--- src/rtl/mem_master_pkg.sv ---
// mem_master_pkg: shared memory-port widths and mem_master state encodings
package mem_master_pkg;
  localparam int ADD_BUS_WIDTH = 32;
  localparam int DATA_WIDTH = 16;
  localparam logic [2:0] IDLE = 3'd0;
  localparam logic [2:0] WR0 = 3'd1;
  localparam logic [2:0] WR1 = 3'd2;
  localparam logic [2:0] RD0 = 3'd3;
  localparam logic [2:0] RD0W = 3'd4;
  localparam logic [2:0] RD1 = 3'd5;
  localparam logic [2:0] RD1W = 3'd6;
endpackage

--- src/rtl/mem_master.sv ---
// mem_master: sequences single/double-word load/store requests into single-word memory transactions
module mem_master
  import mem_master_pkg::*;
#(
  parameter int addBusWidth = ADD_BUS_WIDTH,
  parameter int width = DATA_WIDTH
) (
  input  logic                   clk,
  input  logic                   rst,
  input  logic                   req,
  input  logic                   we,
  input  logic                   dbl,
  input  logic [addBusWidth-1:0] addr,
  input  logic [2*width-1:0]     wdata,
  output logic                   busy,
  output logic                   done,
  output logic [2*width-1:0]     rdata,
  output logic                   memR,
  output logic                   memWR,
  output logic [addBusWidth-1:0] addR,
  output logic [addBusWidth-1:0] addWR,
  output logic [width-1:0]       dataWR,
  input  logic [width-1:0]       dataR
);
  logic [2:0] state, nxt;
  logic [addBusWidth-1:0] a, a1, ma;
  logic [2*width-1:0] wd;
  logic d, wr_st, rd_st;
  always_comb begin
    nxt = state == IDLE ? (req ? (we ? WR0 : RD0) : IDLE) :
          state == WR0  ? (d ? WR1 : IDLE) :
          state == RD0  ? RD0W :
          state == RD0W ? (d ? RD1 : IDLE) :
          state == RD1  ? RD1W : IDLE;
    wr_st = state == WR0 || state == WR1;
    rd_st = state == RD0 || state == RD0W || state == RD1 || state == RD1W;
    a1 = a + {{(addBusWidth-1){1'b0}}, 1'b1};
    ma = (state == WR1 || state == RD1 || state == RD1W) ? a1 : a;
    busy = state != IDLE;
    memWR = wr_st;
    memR = rd_st;
    addR = (wr_st || rd_st) ? ma : '0;
    addWR = (wr_st || rd_st) ? ma : '0;
    dataWR = state == WR0 ? (d ? wd[2*width-1:width] : wd[width-1:0]) :
             state == WR1 ? wd[width-1:0] : '0;
  end
  always_ff @(posedge clk) begin
    if (rst) begin
      state <= IDLE;
      done <= 1'b0;
      rdata <= '0;
      a <= '0;
      wd <= '0;
      d <= 1'b0;
    end else begin
      state <= nxt;
      done <= busy && nxt == IDLE;
      if (state == IDLE && req) begin
        a <= addr;
        wd <= wdata;
        d <= dbl;
      end
      if (state == RD0W) rdata <= d ? {dataR, rdata[width-1:0]} : {{width{1'b0}}, dataR};
      if (state == RD1W) rdata[width-1:0] <= dataR;
    end
  end
endmodule

--- config.mk ---
export PLATFORM = sky130hd
export DESIGN_NAME = mem_master
export DESIGN_NICKNAME = d
export VERILOG_FILES = /design/src/rtl/mem_master_pkg.sv /design/src/rtl/mem_master.sv
export SDC_FILE = /design/constraint.sdc
export NUM_CORES = 1
export LEC_CHECK = 0
export CAP_MARGIN = 20
export CORE_MARGIN = 5
export CORE_UTILIZATION = 35
export CTS_CLUSTER_DIAMETER = 30
export DETAILED_ROUTE_END_ITERATION = 12
export PLACE_DENSITY = 0.75
export SLEW_MARGIN = 10
export SYNTH_ARGS = -nofsm -noshare
export SYNTH_HDL_FRONTEND = slang
export SYNTH_SLANG_ARGS = --single-unit
export TNS_END_PERCENT = 5
--- constraint.sdc ---
create_clock -name clk -period 2.4 [get_ports clk]
set_input_delay 0.48 -clock clk [delete_from_list [all_inputs] [get_ports clk]]
set_output_delay 0.48 -clock clk [all_outputs]
set_load 0.005 [all_outputs]
==> metrics.md, run 1 <==
| Metric | Value |
|---|---|
| Die Area | between 15000 and 20000 µm² |
| Crit path kind | reg2out |
| Outcome | complete, but fails checks |
| Clk_skew | 7.43 ps |
| Critical path buffers and inverters | 4 |
| Total of max-cap violations | 0 |
| Reg2reg path depth | 6 |
| R2R Setup Slk | 560 ps |
| Min cycle time layout | 2590 ps |
| I/O pin total | roughly 200 |
| Site Rows | between 40 and 50 |
| Crit path required time | 1920 ps |
| 1st-iter DRT viols | 231 |
| Crit path from | a[7]$_SDFFE_PP0P_ |
| Layout cell share with drive strength beyond 1 | ~25% |
| Syn_nets | 721 |
| DRC viols | 0 |
| Routability Congestion | approximately 0.83 |
| Setup tns final | -3020 ps |
| Setup crit end kind | primary output |
| Largest net degree at the start of global routing | 67 |
| CP max-delay cell | dfxtp_2 |
| Non-Filler Instances | 1034 |
| Die Y | 127 µm |
| Most area-consuming cells after synthesis | dfxtp_1, nand2_1, a21oi_1 |
| Max-slew violations | 0 |
| P per Cell Area | just over 500 nW/µm² |
| Synth area leader | dfxtp_1 |
| Post-placement cell count | between 900 and 1000 |
| Fraction of registers with async set/reset | 0% |
| Post-synthesis cell area | roughly 4800 µm² |
| CTS tree | done |
| Fillcell total | approximately 1300 |
| Clk root buf | clkbuf_16 |
| DR vias/cell | 4.84 |
| Htree depth | 3 |
| FF-to-FF End | wd[21]$_SDFFE_PP0P_ |
| WP depth | 9 |
| Crit path to | addR[15] |
| # setup viols final | 36 |
| Number of synthesized flops with an enable pin | 0 |
| Synth Register Bits | 101 |
| HPWL Detailed | ~10000 µm |
| Synth Flop Type | dfxtp_1 |
| Layout Nets | 935 |
| Relative slew slack | a little over half |
| Number of I/O port buffers | 200 |
| Fmax | around 0.39 GHz |
| Vias | around 5000 |
| Unrepaired setup endpoints after global routing | true |
| Netlist cell types | 36 |
| Yosys top cell area share | 41.9% |
| Antenna cells | 0 |
| Clock buffer depth | 2 |
| Worst setup margin | -192 ps |
| Vias in the first global route | roughly 4900 |
| Critical Path Fanout Max | 7 |
| Router iterations before antenna repair | 4 |
| Lkg Pwr | 0.00321 µW |
| DIE WIDTH | approximately 130 µm |
| Gr usage total | 18.3% |
| GRT overflow | 0 |
| Final Hold Fails | 0 |
| CP Launch Type | flop |
| Max incr delay on CP | about 330 ps |
| Number of CTS-inserted buffers | 9 |
| Syn_area_per_cell | 7.61 µm² |
| Hold crit path type | reg2reg |
| Final ANT Viol Nets | 0 |
| Initial antenna violation count | 0 |
| Synthesized instance count | 635 |
| Hold-fix buffers, CTS | 0 |
| Worst-path cell chain | and4_4 -> buf_6 -> nand4_4 -> buf_12 -> nor3_4 -> xnor2_1 -> nor2_1 -> buf_4 -> dlygate4sd2_1 |
| Placeable Area | 13700 µm² |
| First-pass GRT wire length | 24400 µm |
| Clk slew on worst S/H paths | about 70 ps |
| Peak supply drop | 429 µV |
| Area growth, synth to finish | 61.2% |
| Worst Path Arrival | 2110 ps |
| Clock latency at the later pin of the worst-skew pair | 340 ps |
| Starting density of the core | a little over a third |
| Slew @ Worst Pin | 680 ps |
| Reg2reg start | state[2]$_SDFF_PP0_ |
| Mean routed wirelength per cell | 14.9 µm |
| Total routed wirelength | between 15000 and 20000 µm |
| Delay-heaviest family, CP | buffers and inverters |
| Yosys warns | 0 |
| Sequential area share after synthesis | 41.9% |
| Tcrit/Tclk final | 108% |
| CTS Sinks | 101 |
| Failing checks | setup timing |
[through the flow]
step	utilization (%)	cell area, µm²	hold slack (ps)	setup slack [ps]	total power [µW]
floorplan	-	4830	436	124	2170
global placement	52.2	7160	437	-215	2570
detailed placement	52.2	7160	443	-235	2580
CTS	56.1	7690	452	-224	4060
global route	56.8	7790	474	-287	4210
finish	56.8	7790	450	-192	4020
[cell usage after synthesis (9+ instances only)]
library cell and count:
or3_1 9, a22o_1 17, nor2_1 49, a21oi_1 94, clkbuf_1 32, nand3_1 24
nand2_1 163, buf_4 33, dfxtp_1 101, mux2i_1 16, xnor2_1 16
[timing repair]
action,in CTS,in global routing
gates cloned,2,1
endpoints found under the setup margin,79,79
setup buffers,17,2
pin swaps,33,25
gates resized for setup,259,59
[worst min-delay path by stage]
| stage | from | to | slack [ps] | cells past startpoint |
|---|---|---|---|---|
| CTS | rdata[30]$_SDFFE_PP0P_ | rdata[30]$_SDFFE_PP0P_ | 450 | 2 |
| detailed placement | rdata[30]$_SDFFE_PP0P_ | rdata[30]$_SDFFE_PP0P_ | 440 | 2 |
| floorplan | wd[16]$_SDFFE_PP0P_ | wd[16]$_SDFFE_PP0P_ | 440 | 2 |
| global route | wd[26]$_SDFFE_PP0P_ | wd[26]$_SDFFE_PP0P_ | 470 | 2 |
| global placement | rdata[19]$_SDFFE_PP0P_ | rdata[19]$_SDFFE_PP0P_ | 440 | 2 |
| finish | rdata[23]$_SDFFE_PP0P_ | rdata[23]$_SDFFE_PP0P_ | 450 | 2 |
[power by group]
group	switching, µW	internal, µW
Combinational	356	383
Sequential	47.5	1760
Clock	636	839
Total	1040	2980
[worst reg2reg max path, delay by kind of cell, from the launching register on]
| kind | cells | cell delay (ps) |
|---|---|---|
| AOI/OAI and AO/OA | 1 | 70 |
| buffers and inverters | 2 | 420 |
| DFF | 1 | 320 |
| and+or+nand+nor | 3 | 900 |
[placed cells by master, fill, tap and decap left out, drive strengths merged, types with 9 or more instances in the layout]
cell           netlist  layout
or3                  9       9
nand3               24      24
a22o                17      17
nand2              163     163
a21oi               96      96
mux2i               16      16
clkdlybuf4s50        0     123
dlygate4sd2          0      20
dfxtp              101     101
xnor2               16      16
nor2                49      49
clkbuf              32      15
buf                 45     124
[final cells by class]
class | instances | area, µm² | area share, %
clock buffers | 11 | 243 | 3.12
inverters | 4 | 15.0 | 0.193
clock inverters | 5 | 60.1 | 0.771
flip-flops and latches | 101 | 2040 | 26.2
multi-input cells | 454 | 2690 | 34.5
repair buffers | 279 | 2520 | 32.4
well taps | 180 | 225 | 2.89
[sequential cells by signal (all words and copies together) (netlist names)]
signal and flops:
a 32, d 1, done 1, rdata 32
state 3, wd 32
[layer usage]
layer,wire length [µm],vias up,track usage [%]
li1,-,2535,-
met1,6230,2273,21.6
met2,7600,163,31.7
met3,1170,32,4.77
met4,373,0,7.38
met5,0,-,0
[cells by family after synthesis]
logic type / after synthesis / share of synthesized area, %
buffers and inverters: 81 / 9.22
muxes: 16 / 3.32
DFF: 101 / 41.9
and+or+nand+nor: 285 / 25.9
xor gates and xnor gates: 23 / 4.17
AOI/OAI and AO/OA: 127 / 15.1
adders and majority gates: 2 / 0.466
Note: power is estimated with default switching activity, not from simulation.
==> run 2: changes to the inputs <==
- SLEW_MARGIN: 10 -> 5
==> results of run 2 <==
The final DEF is identical to that of run 1; final timing and power are the same.
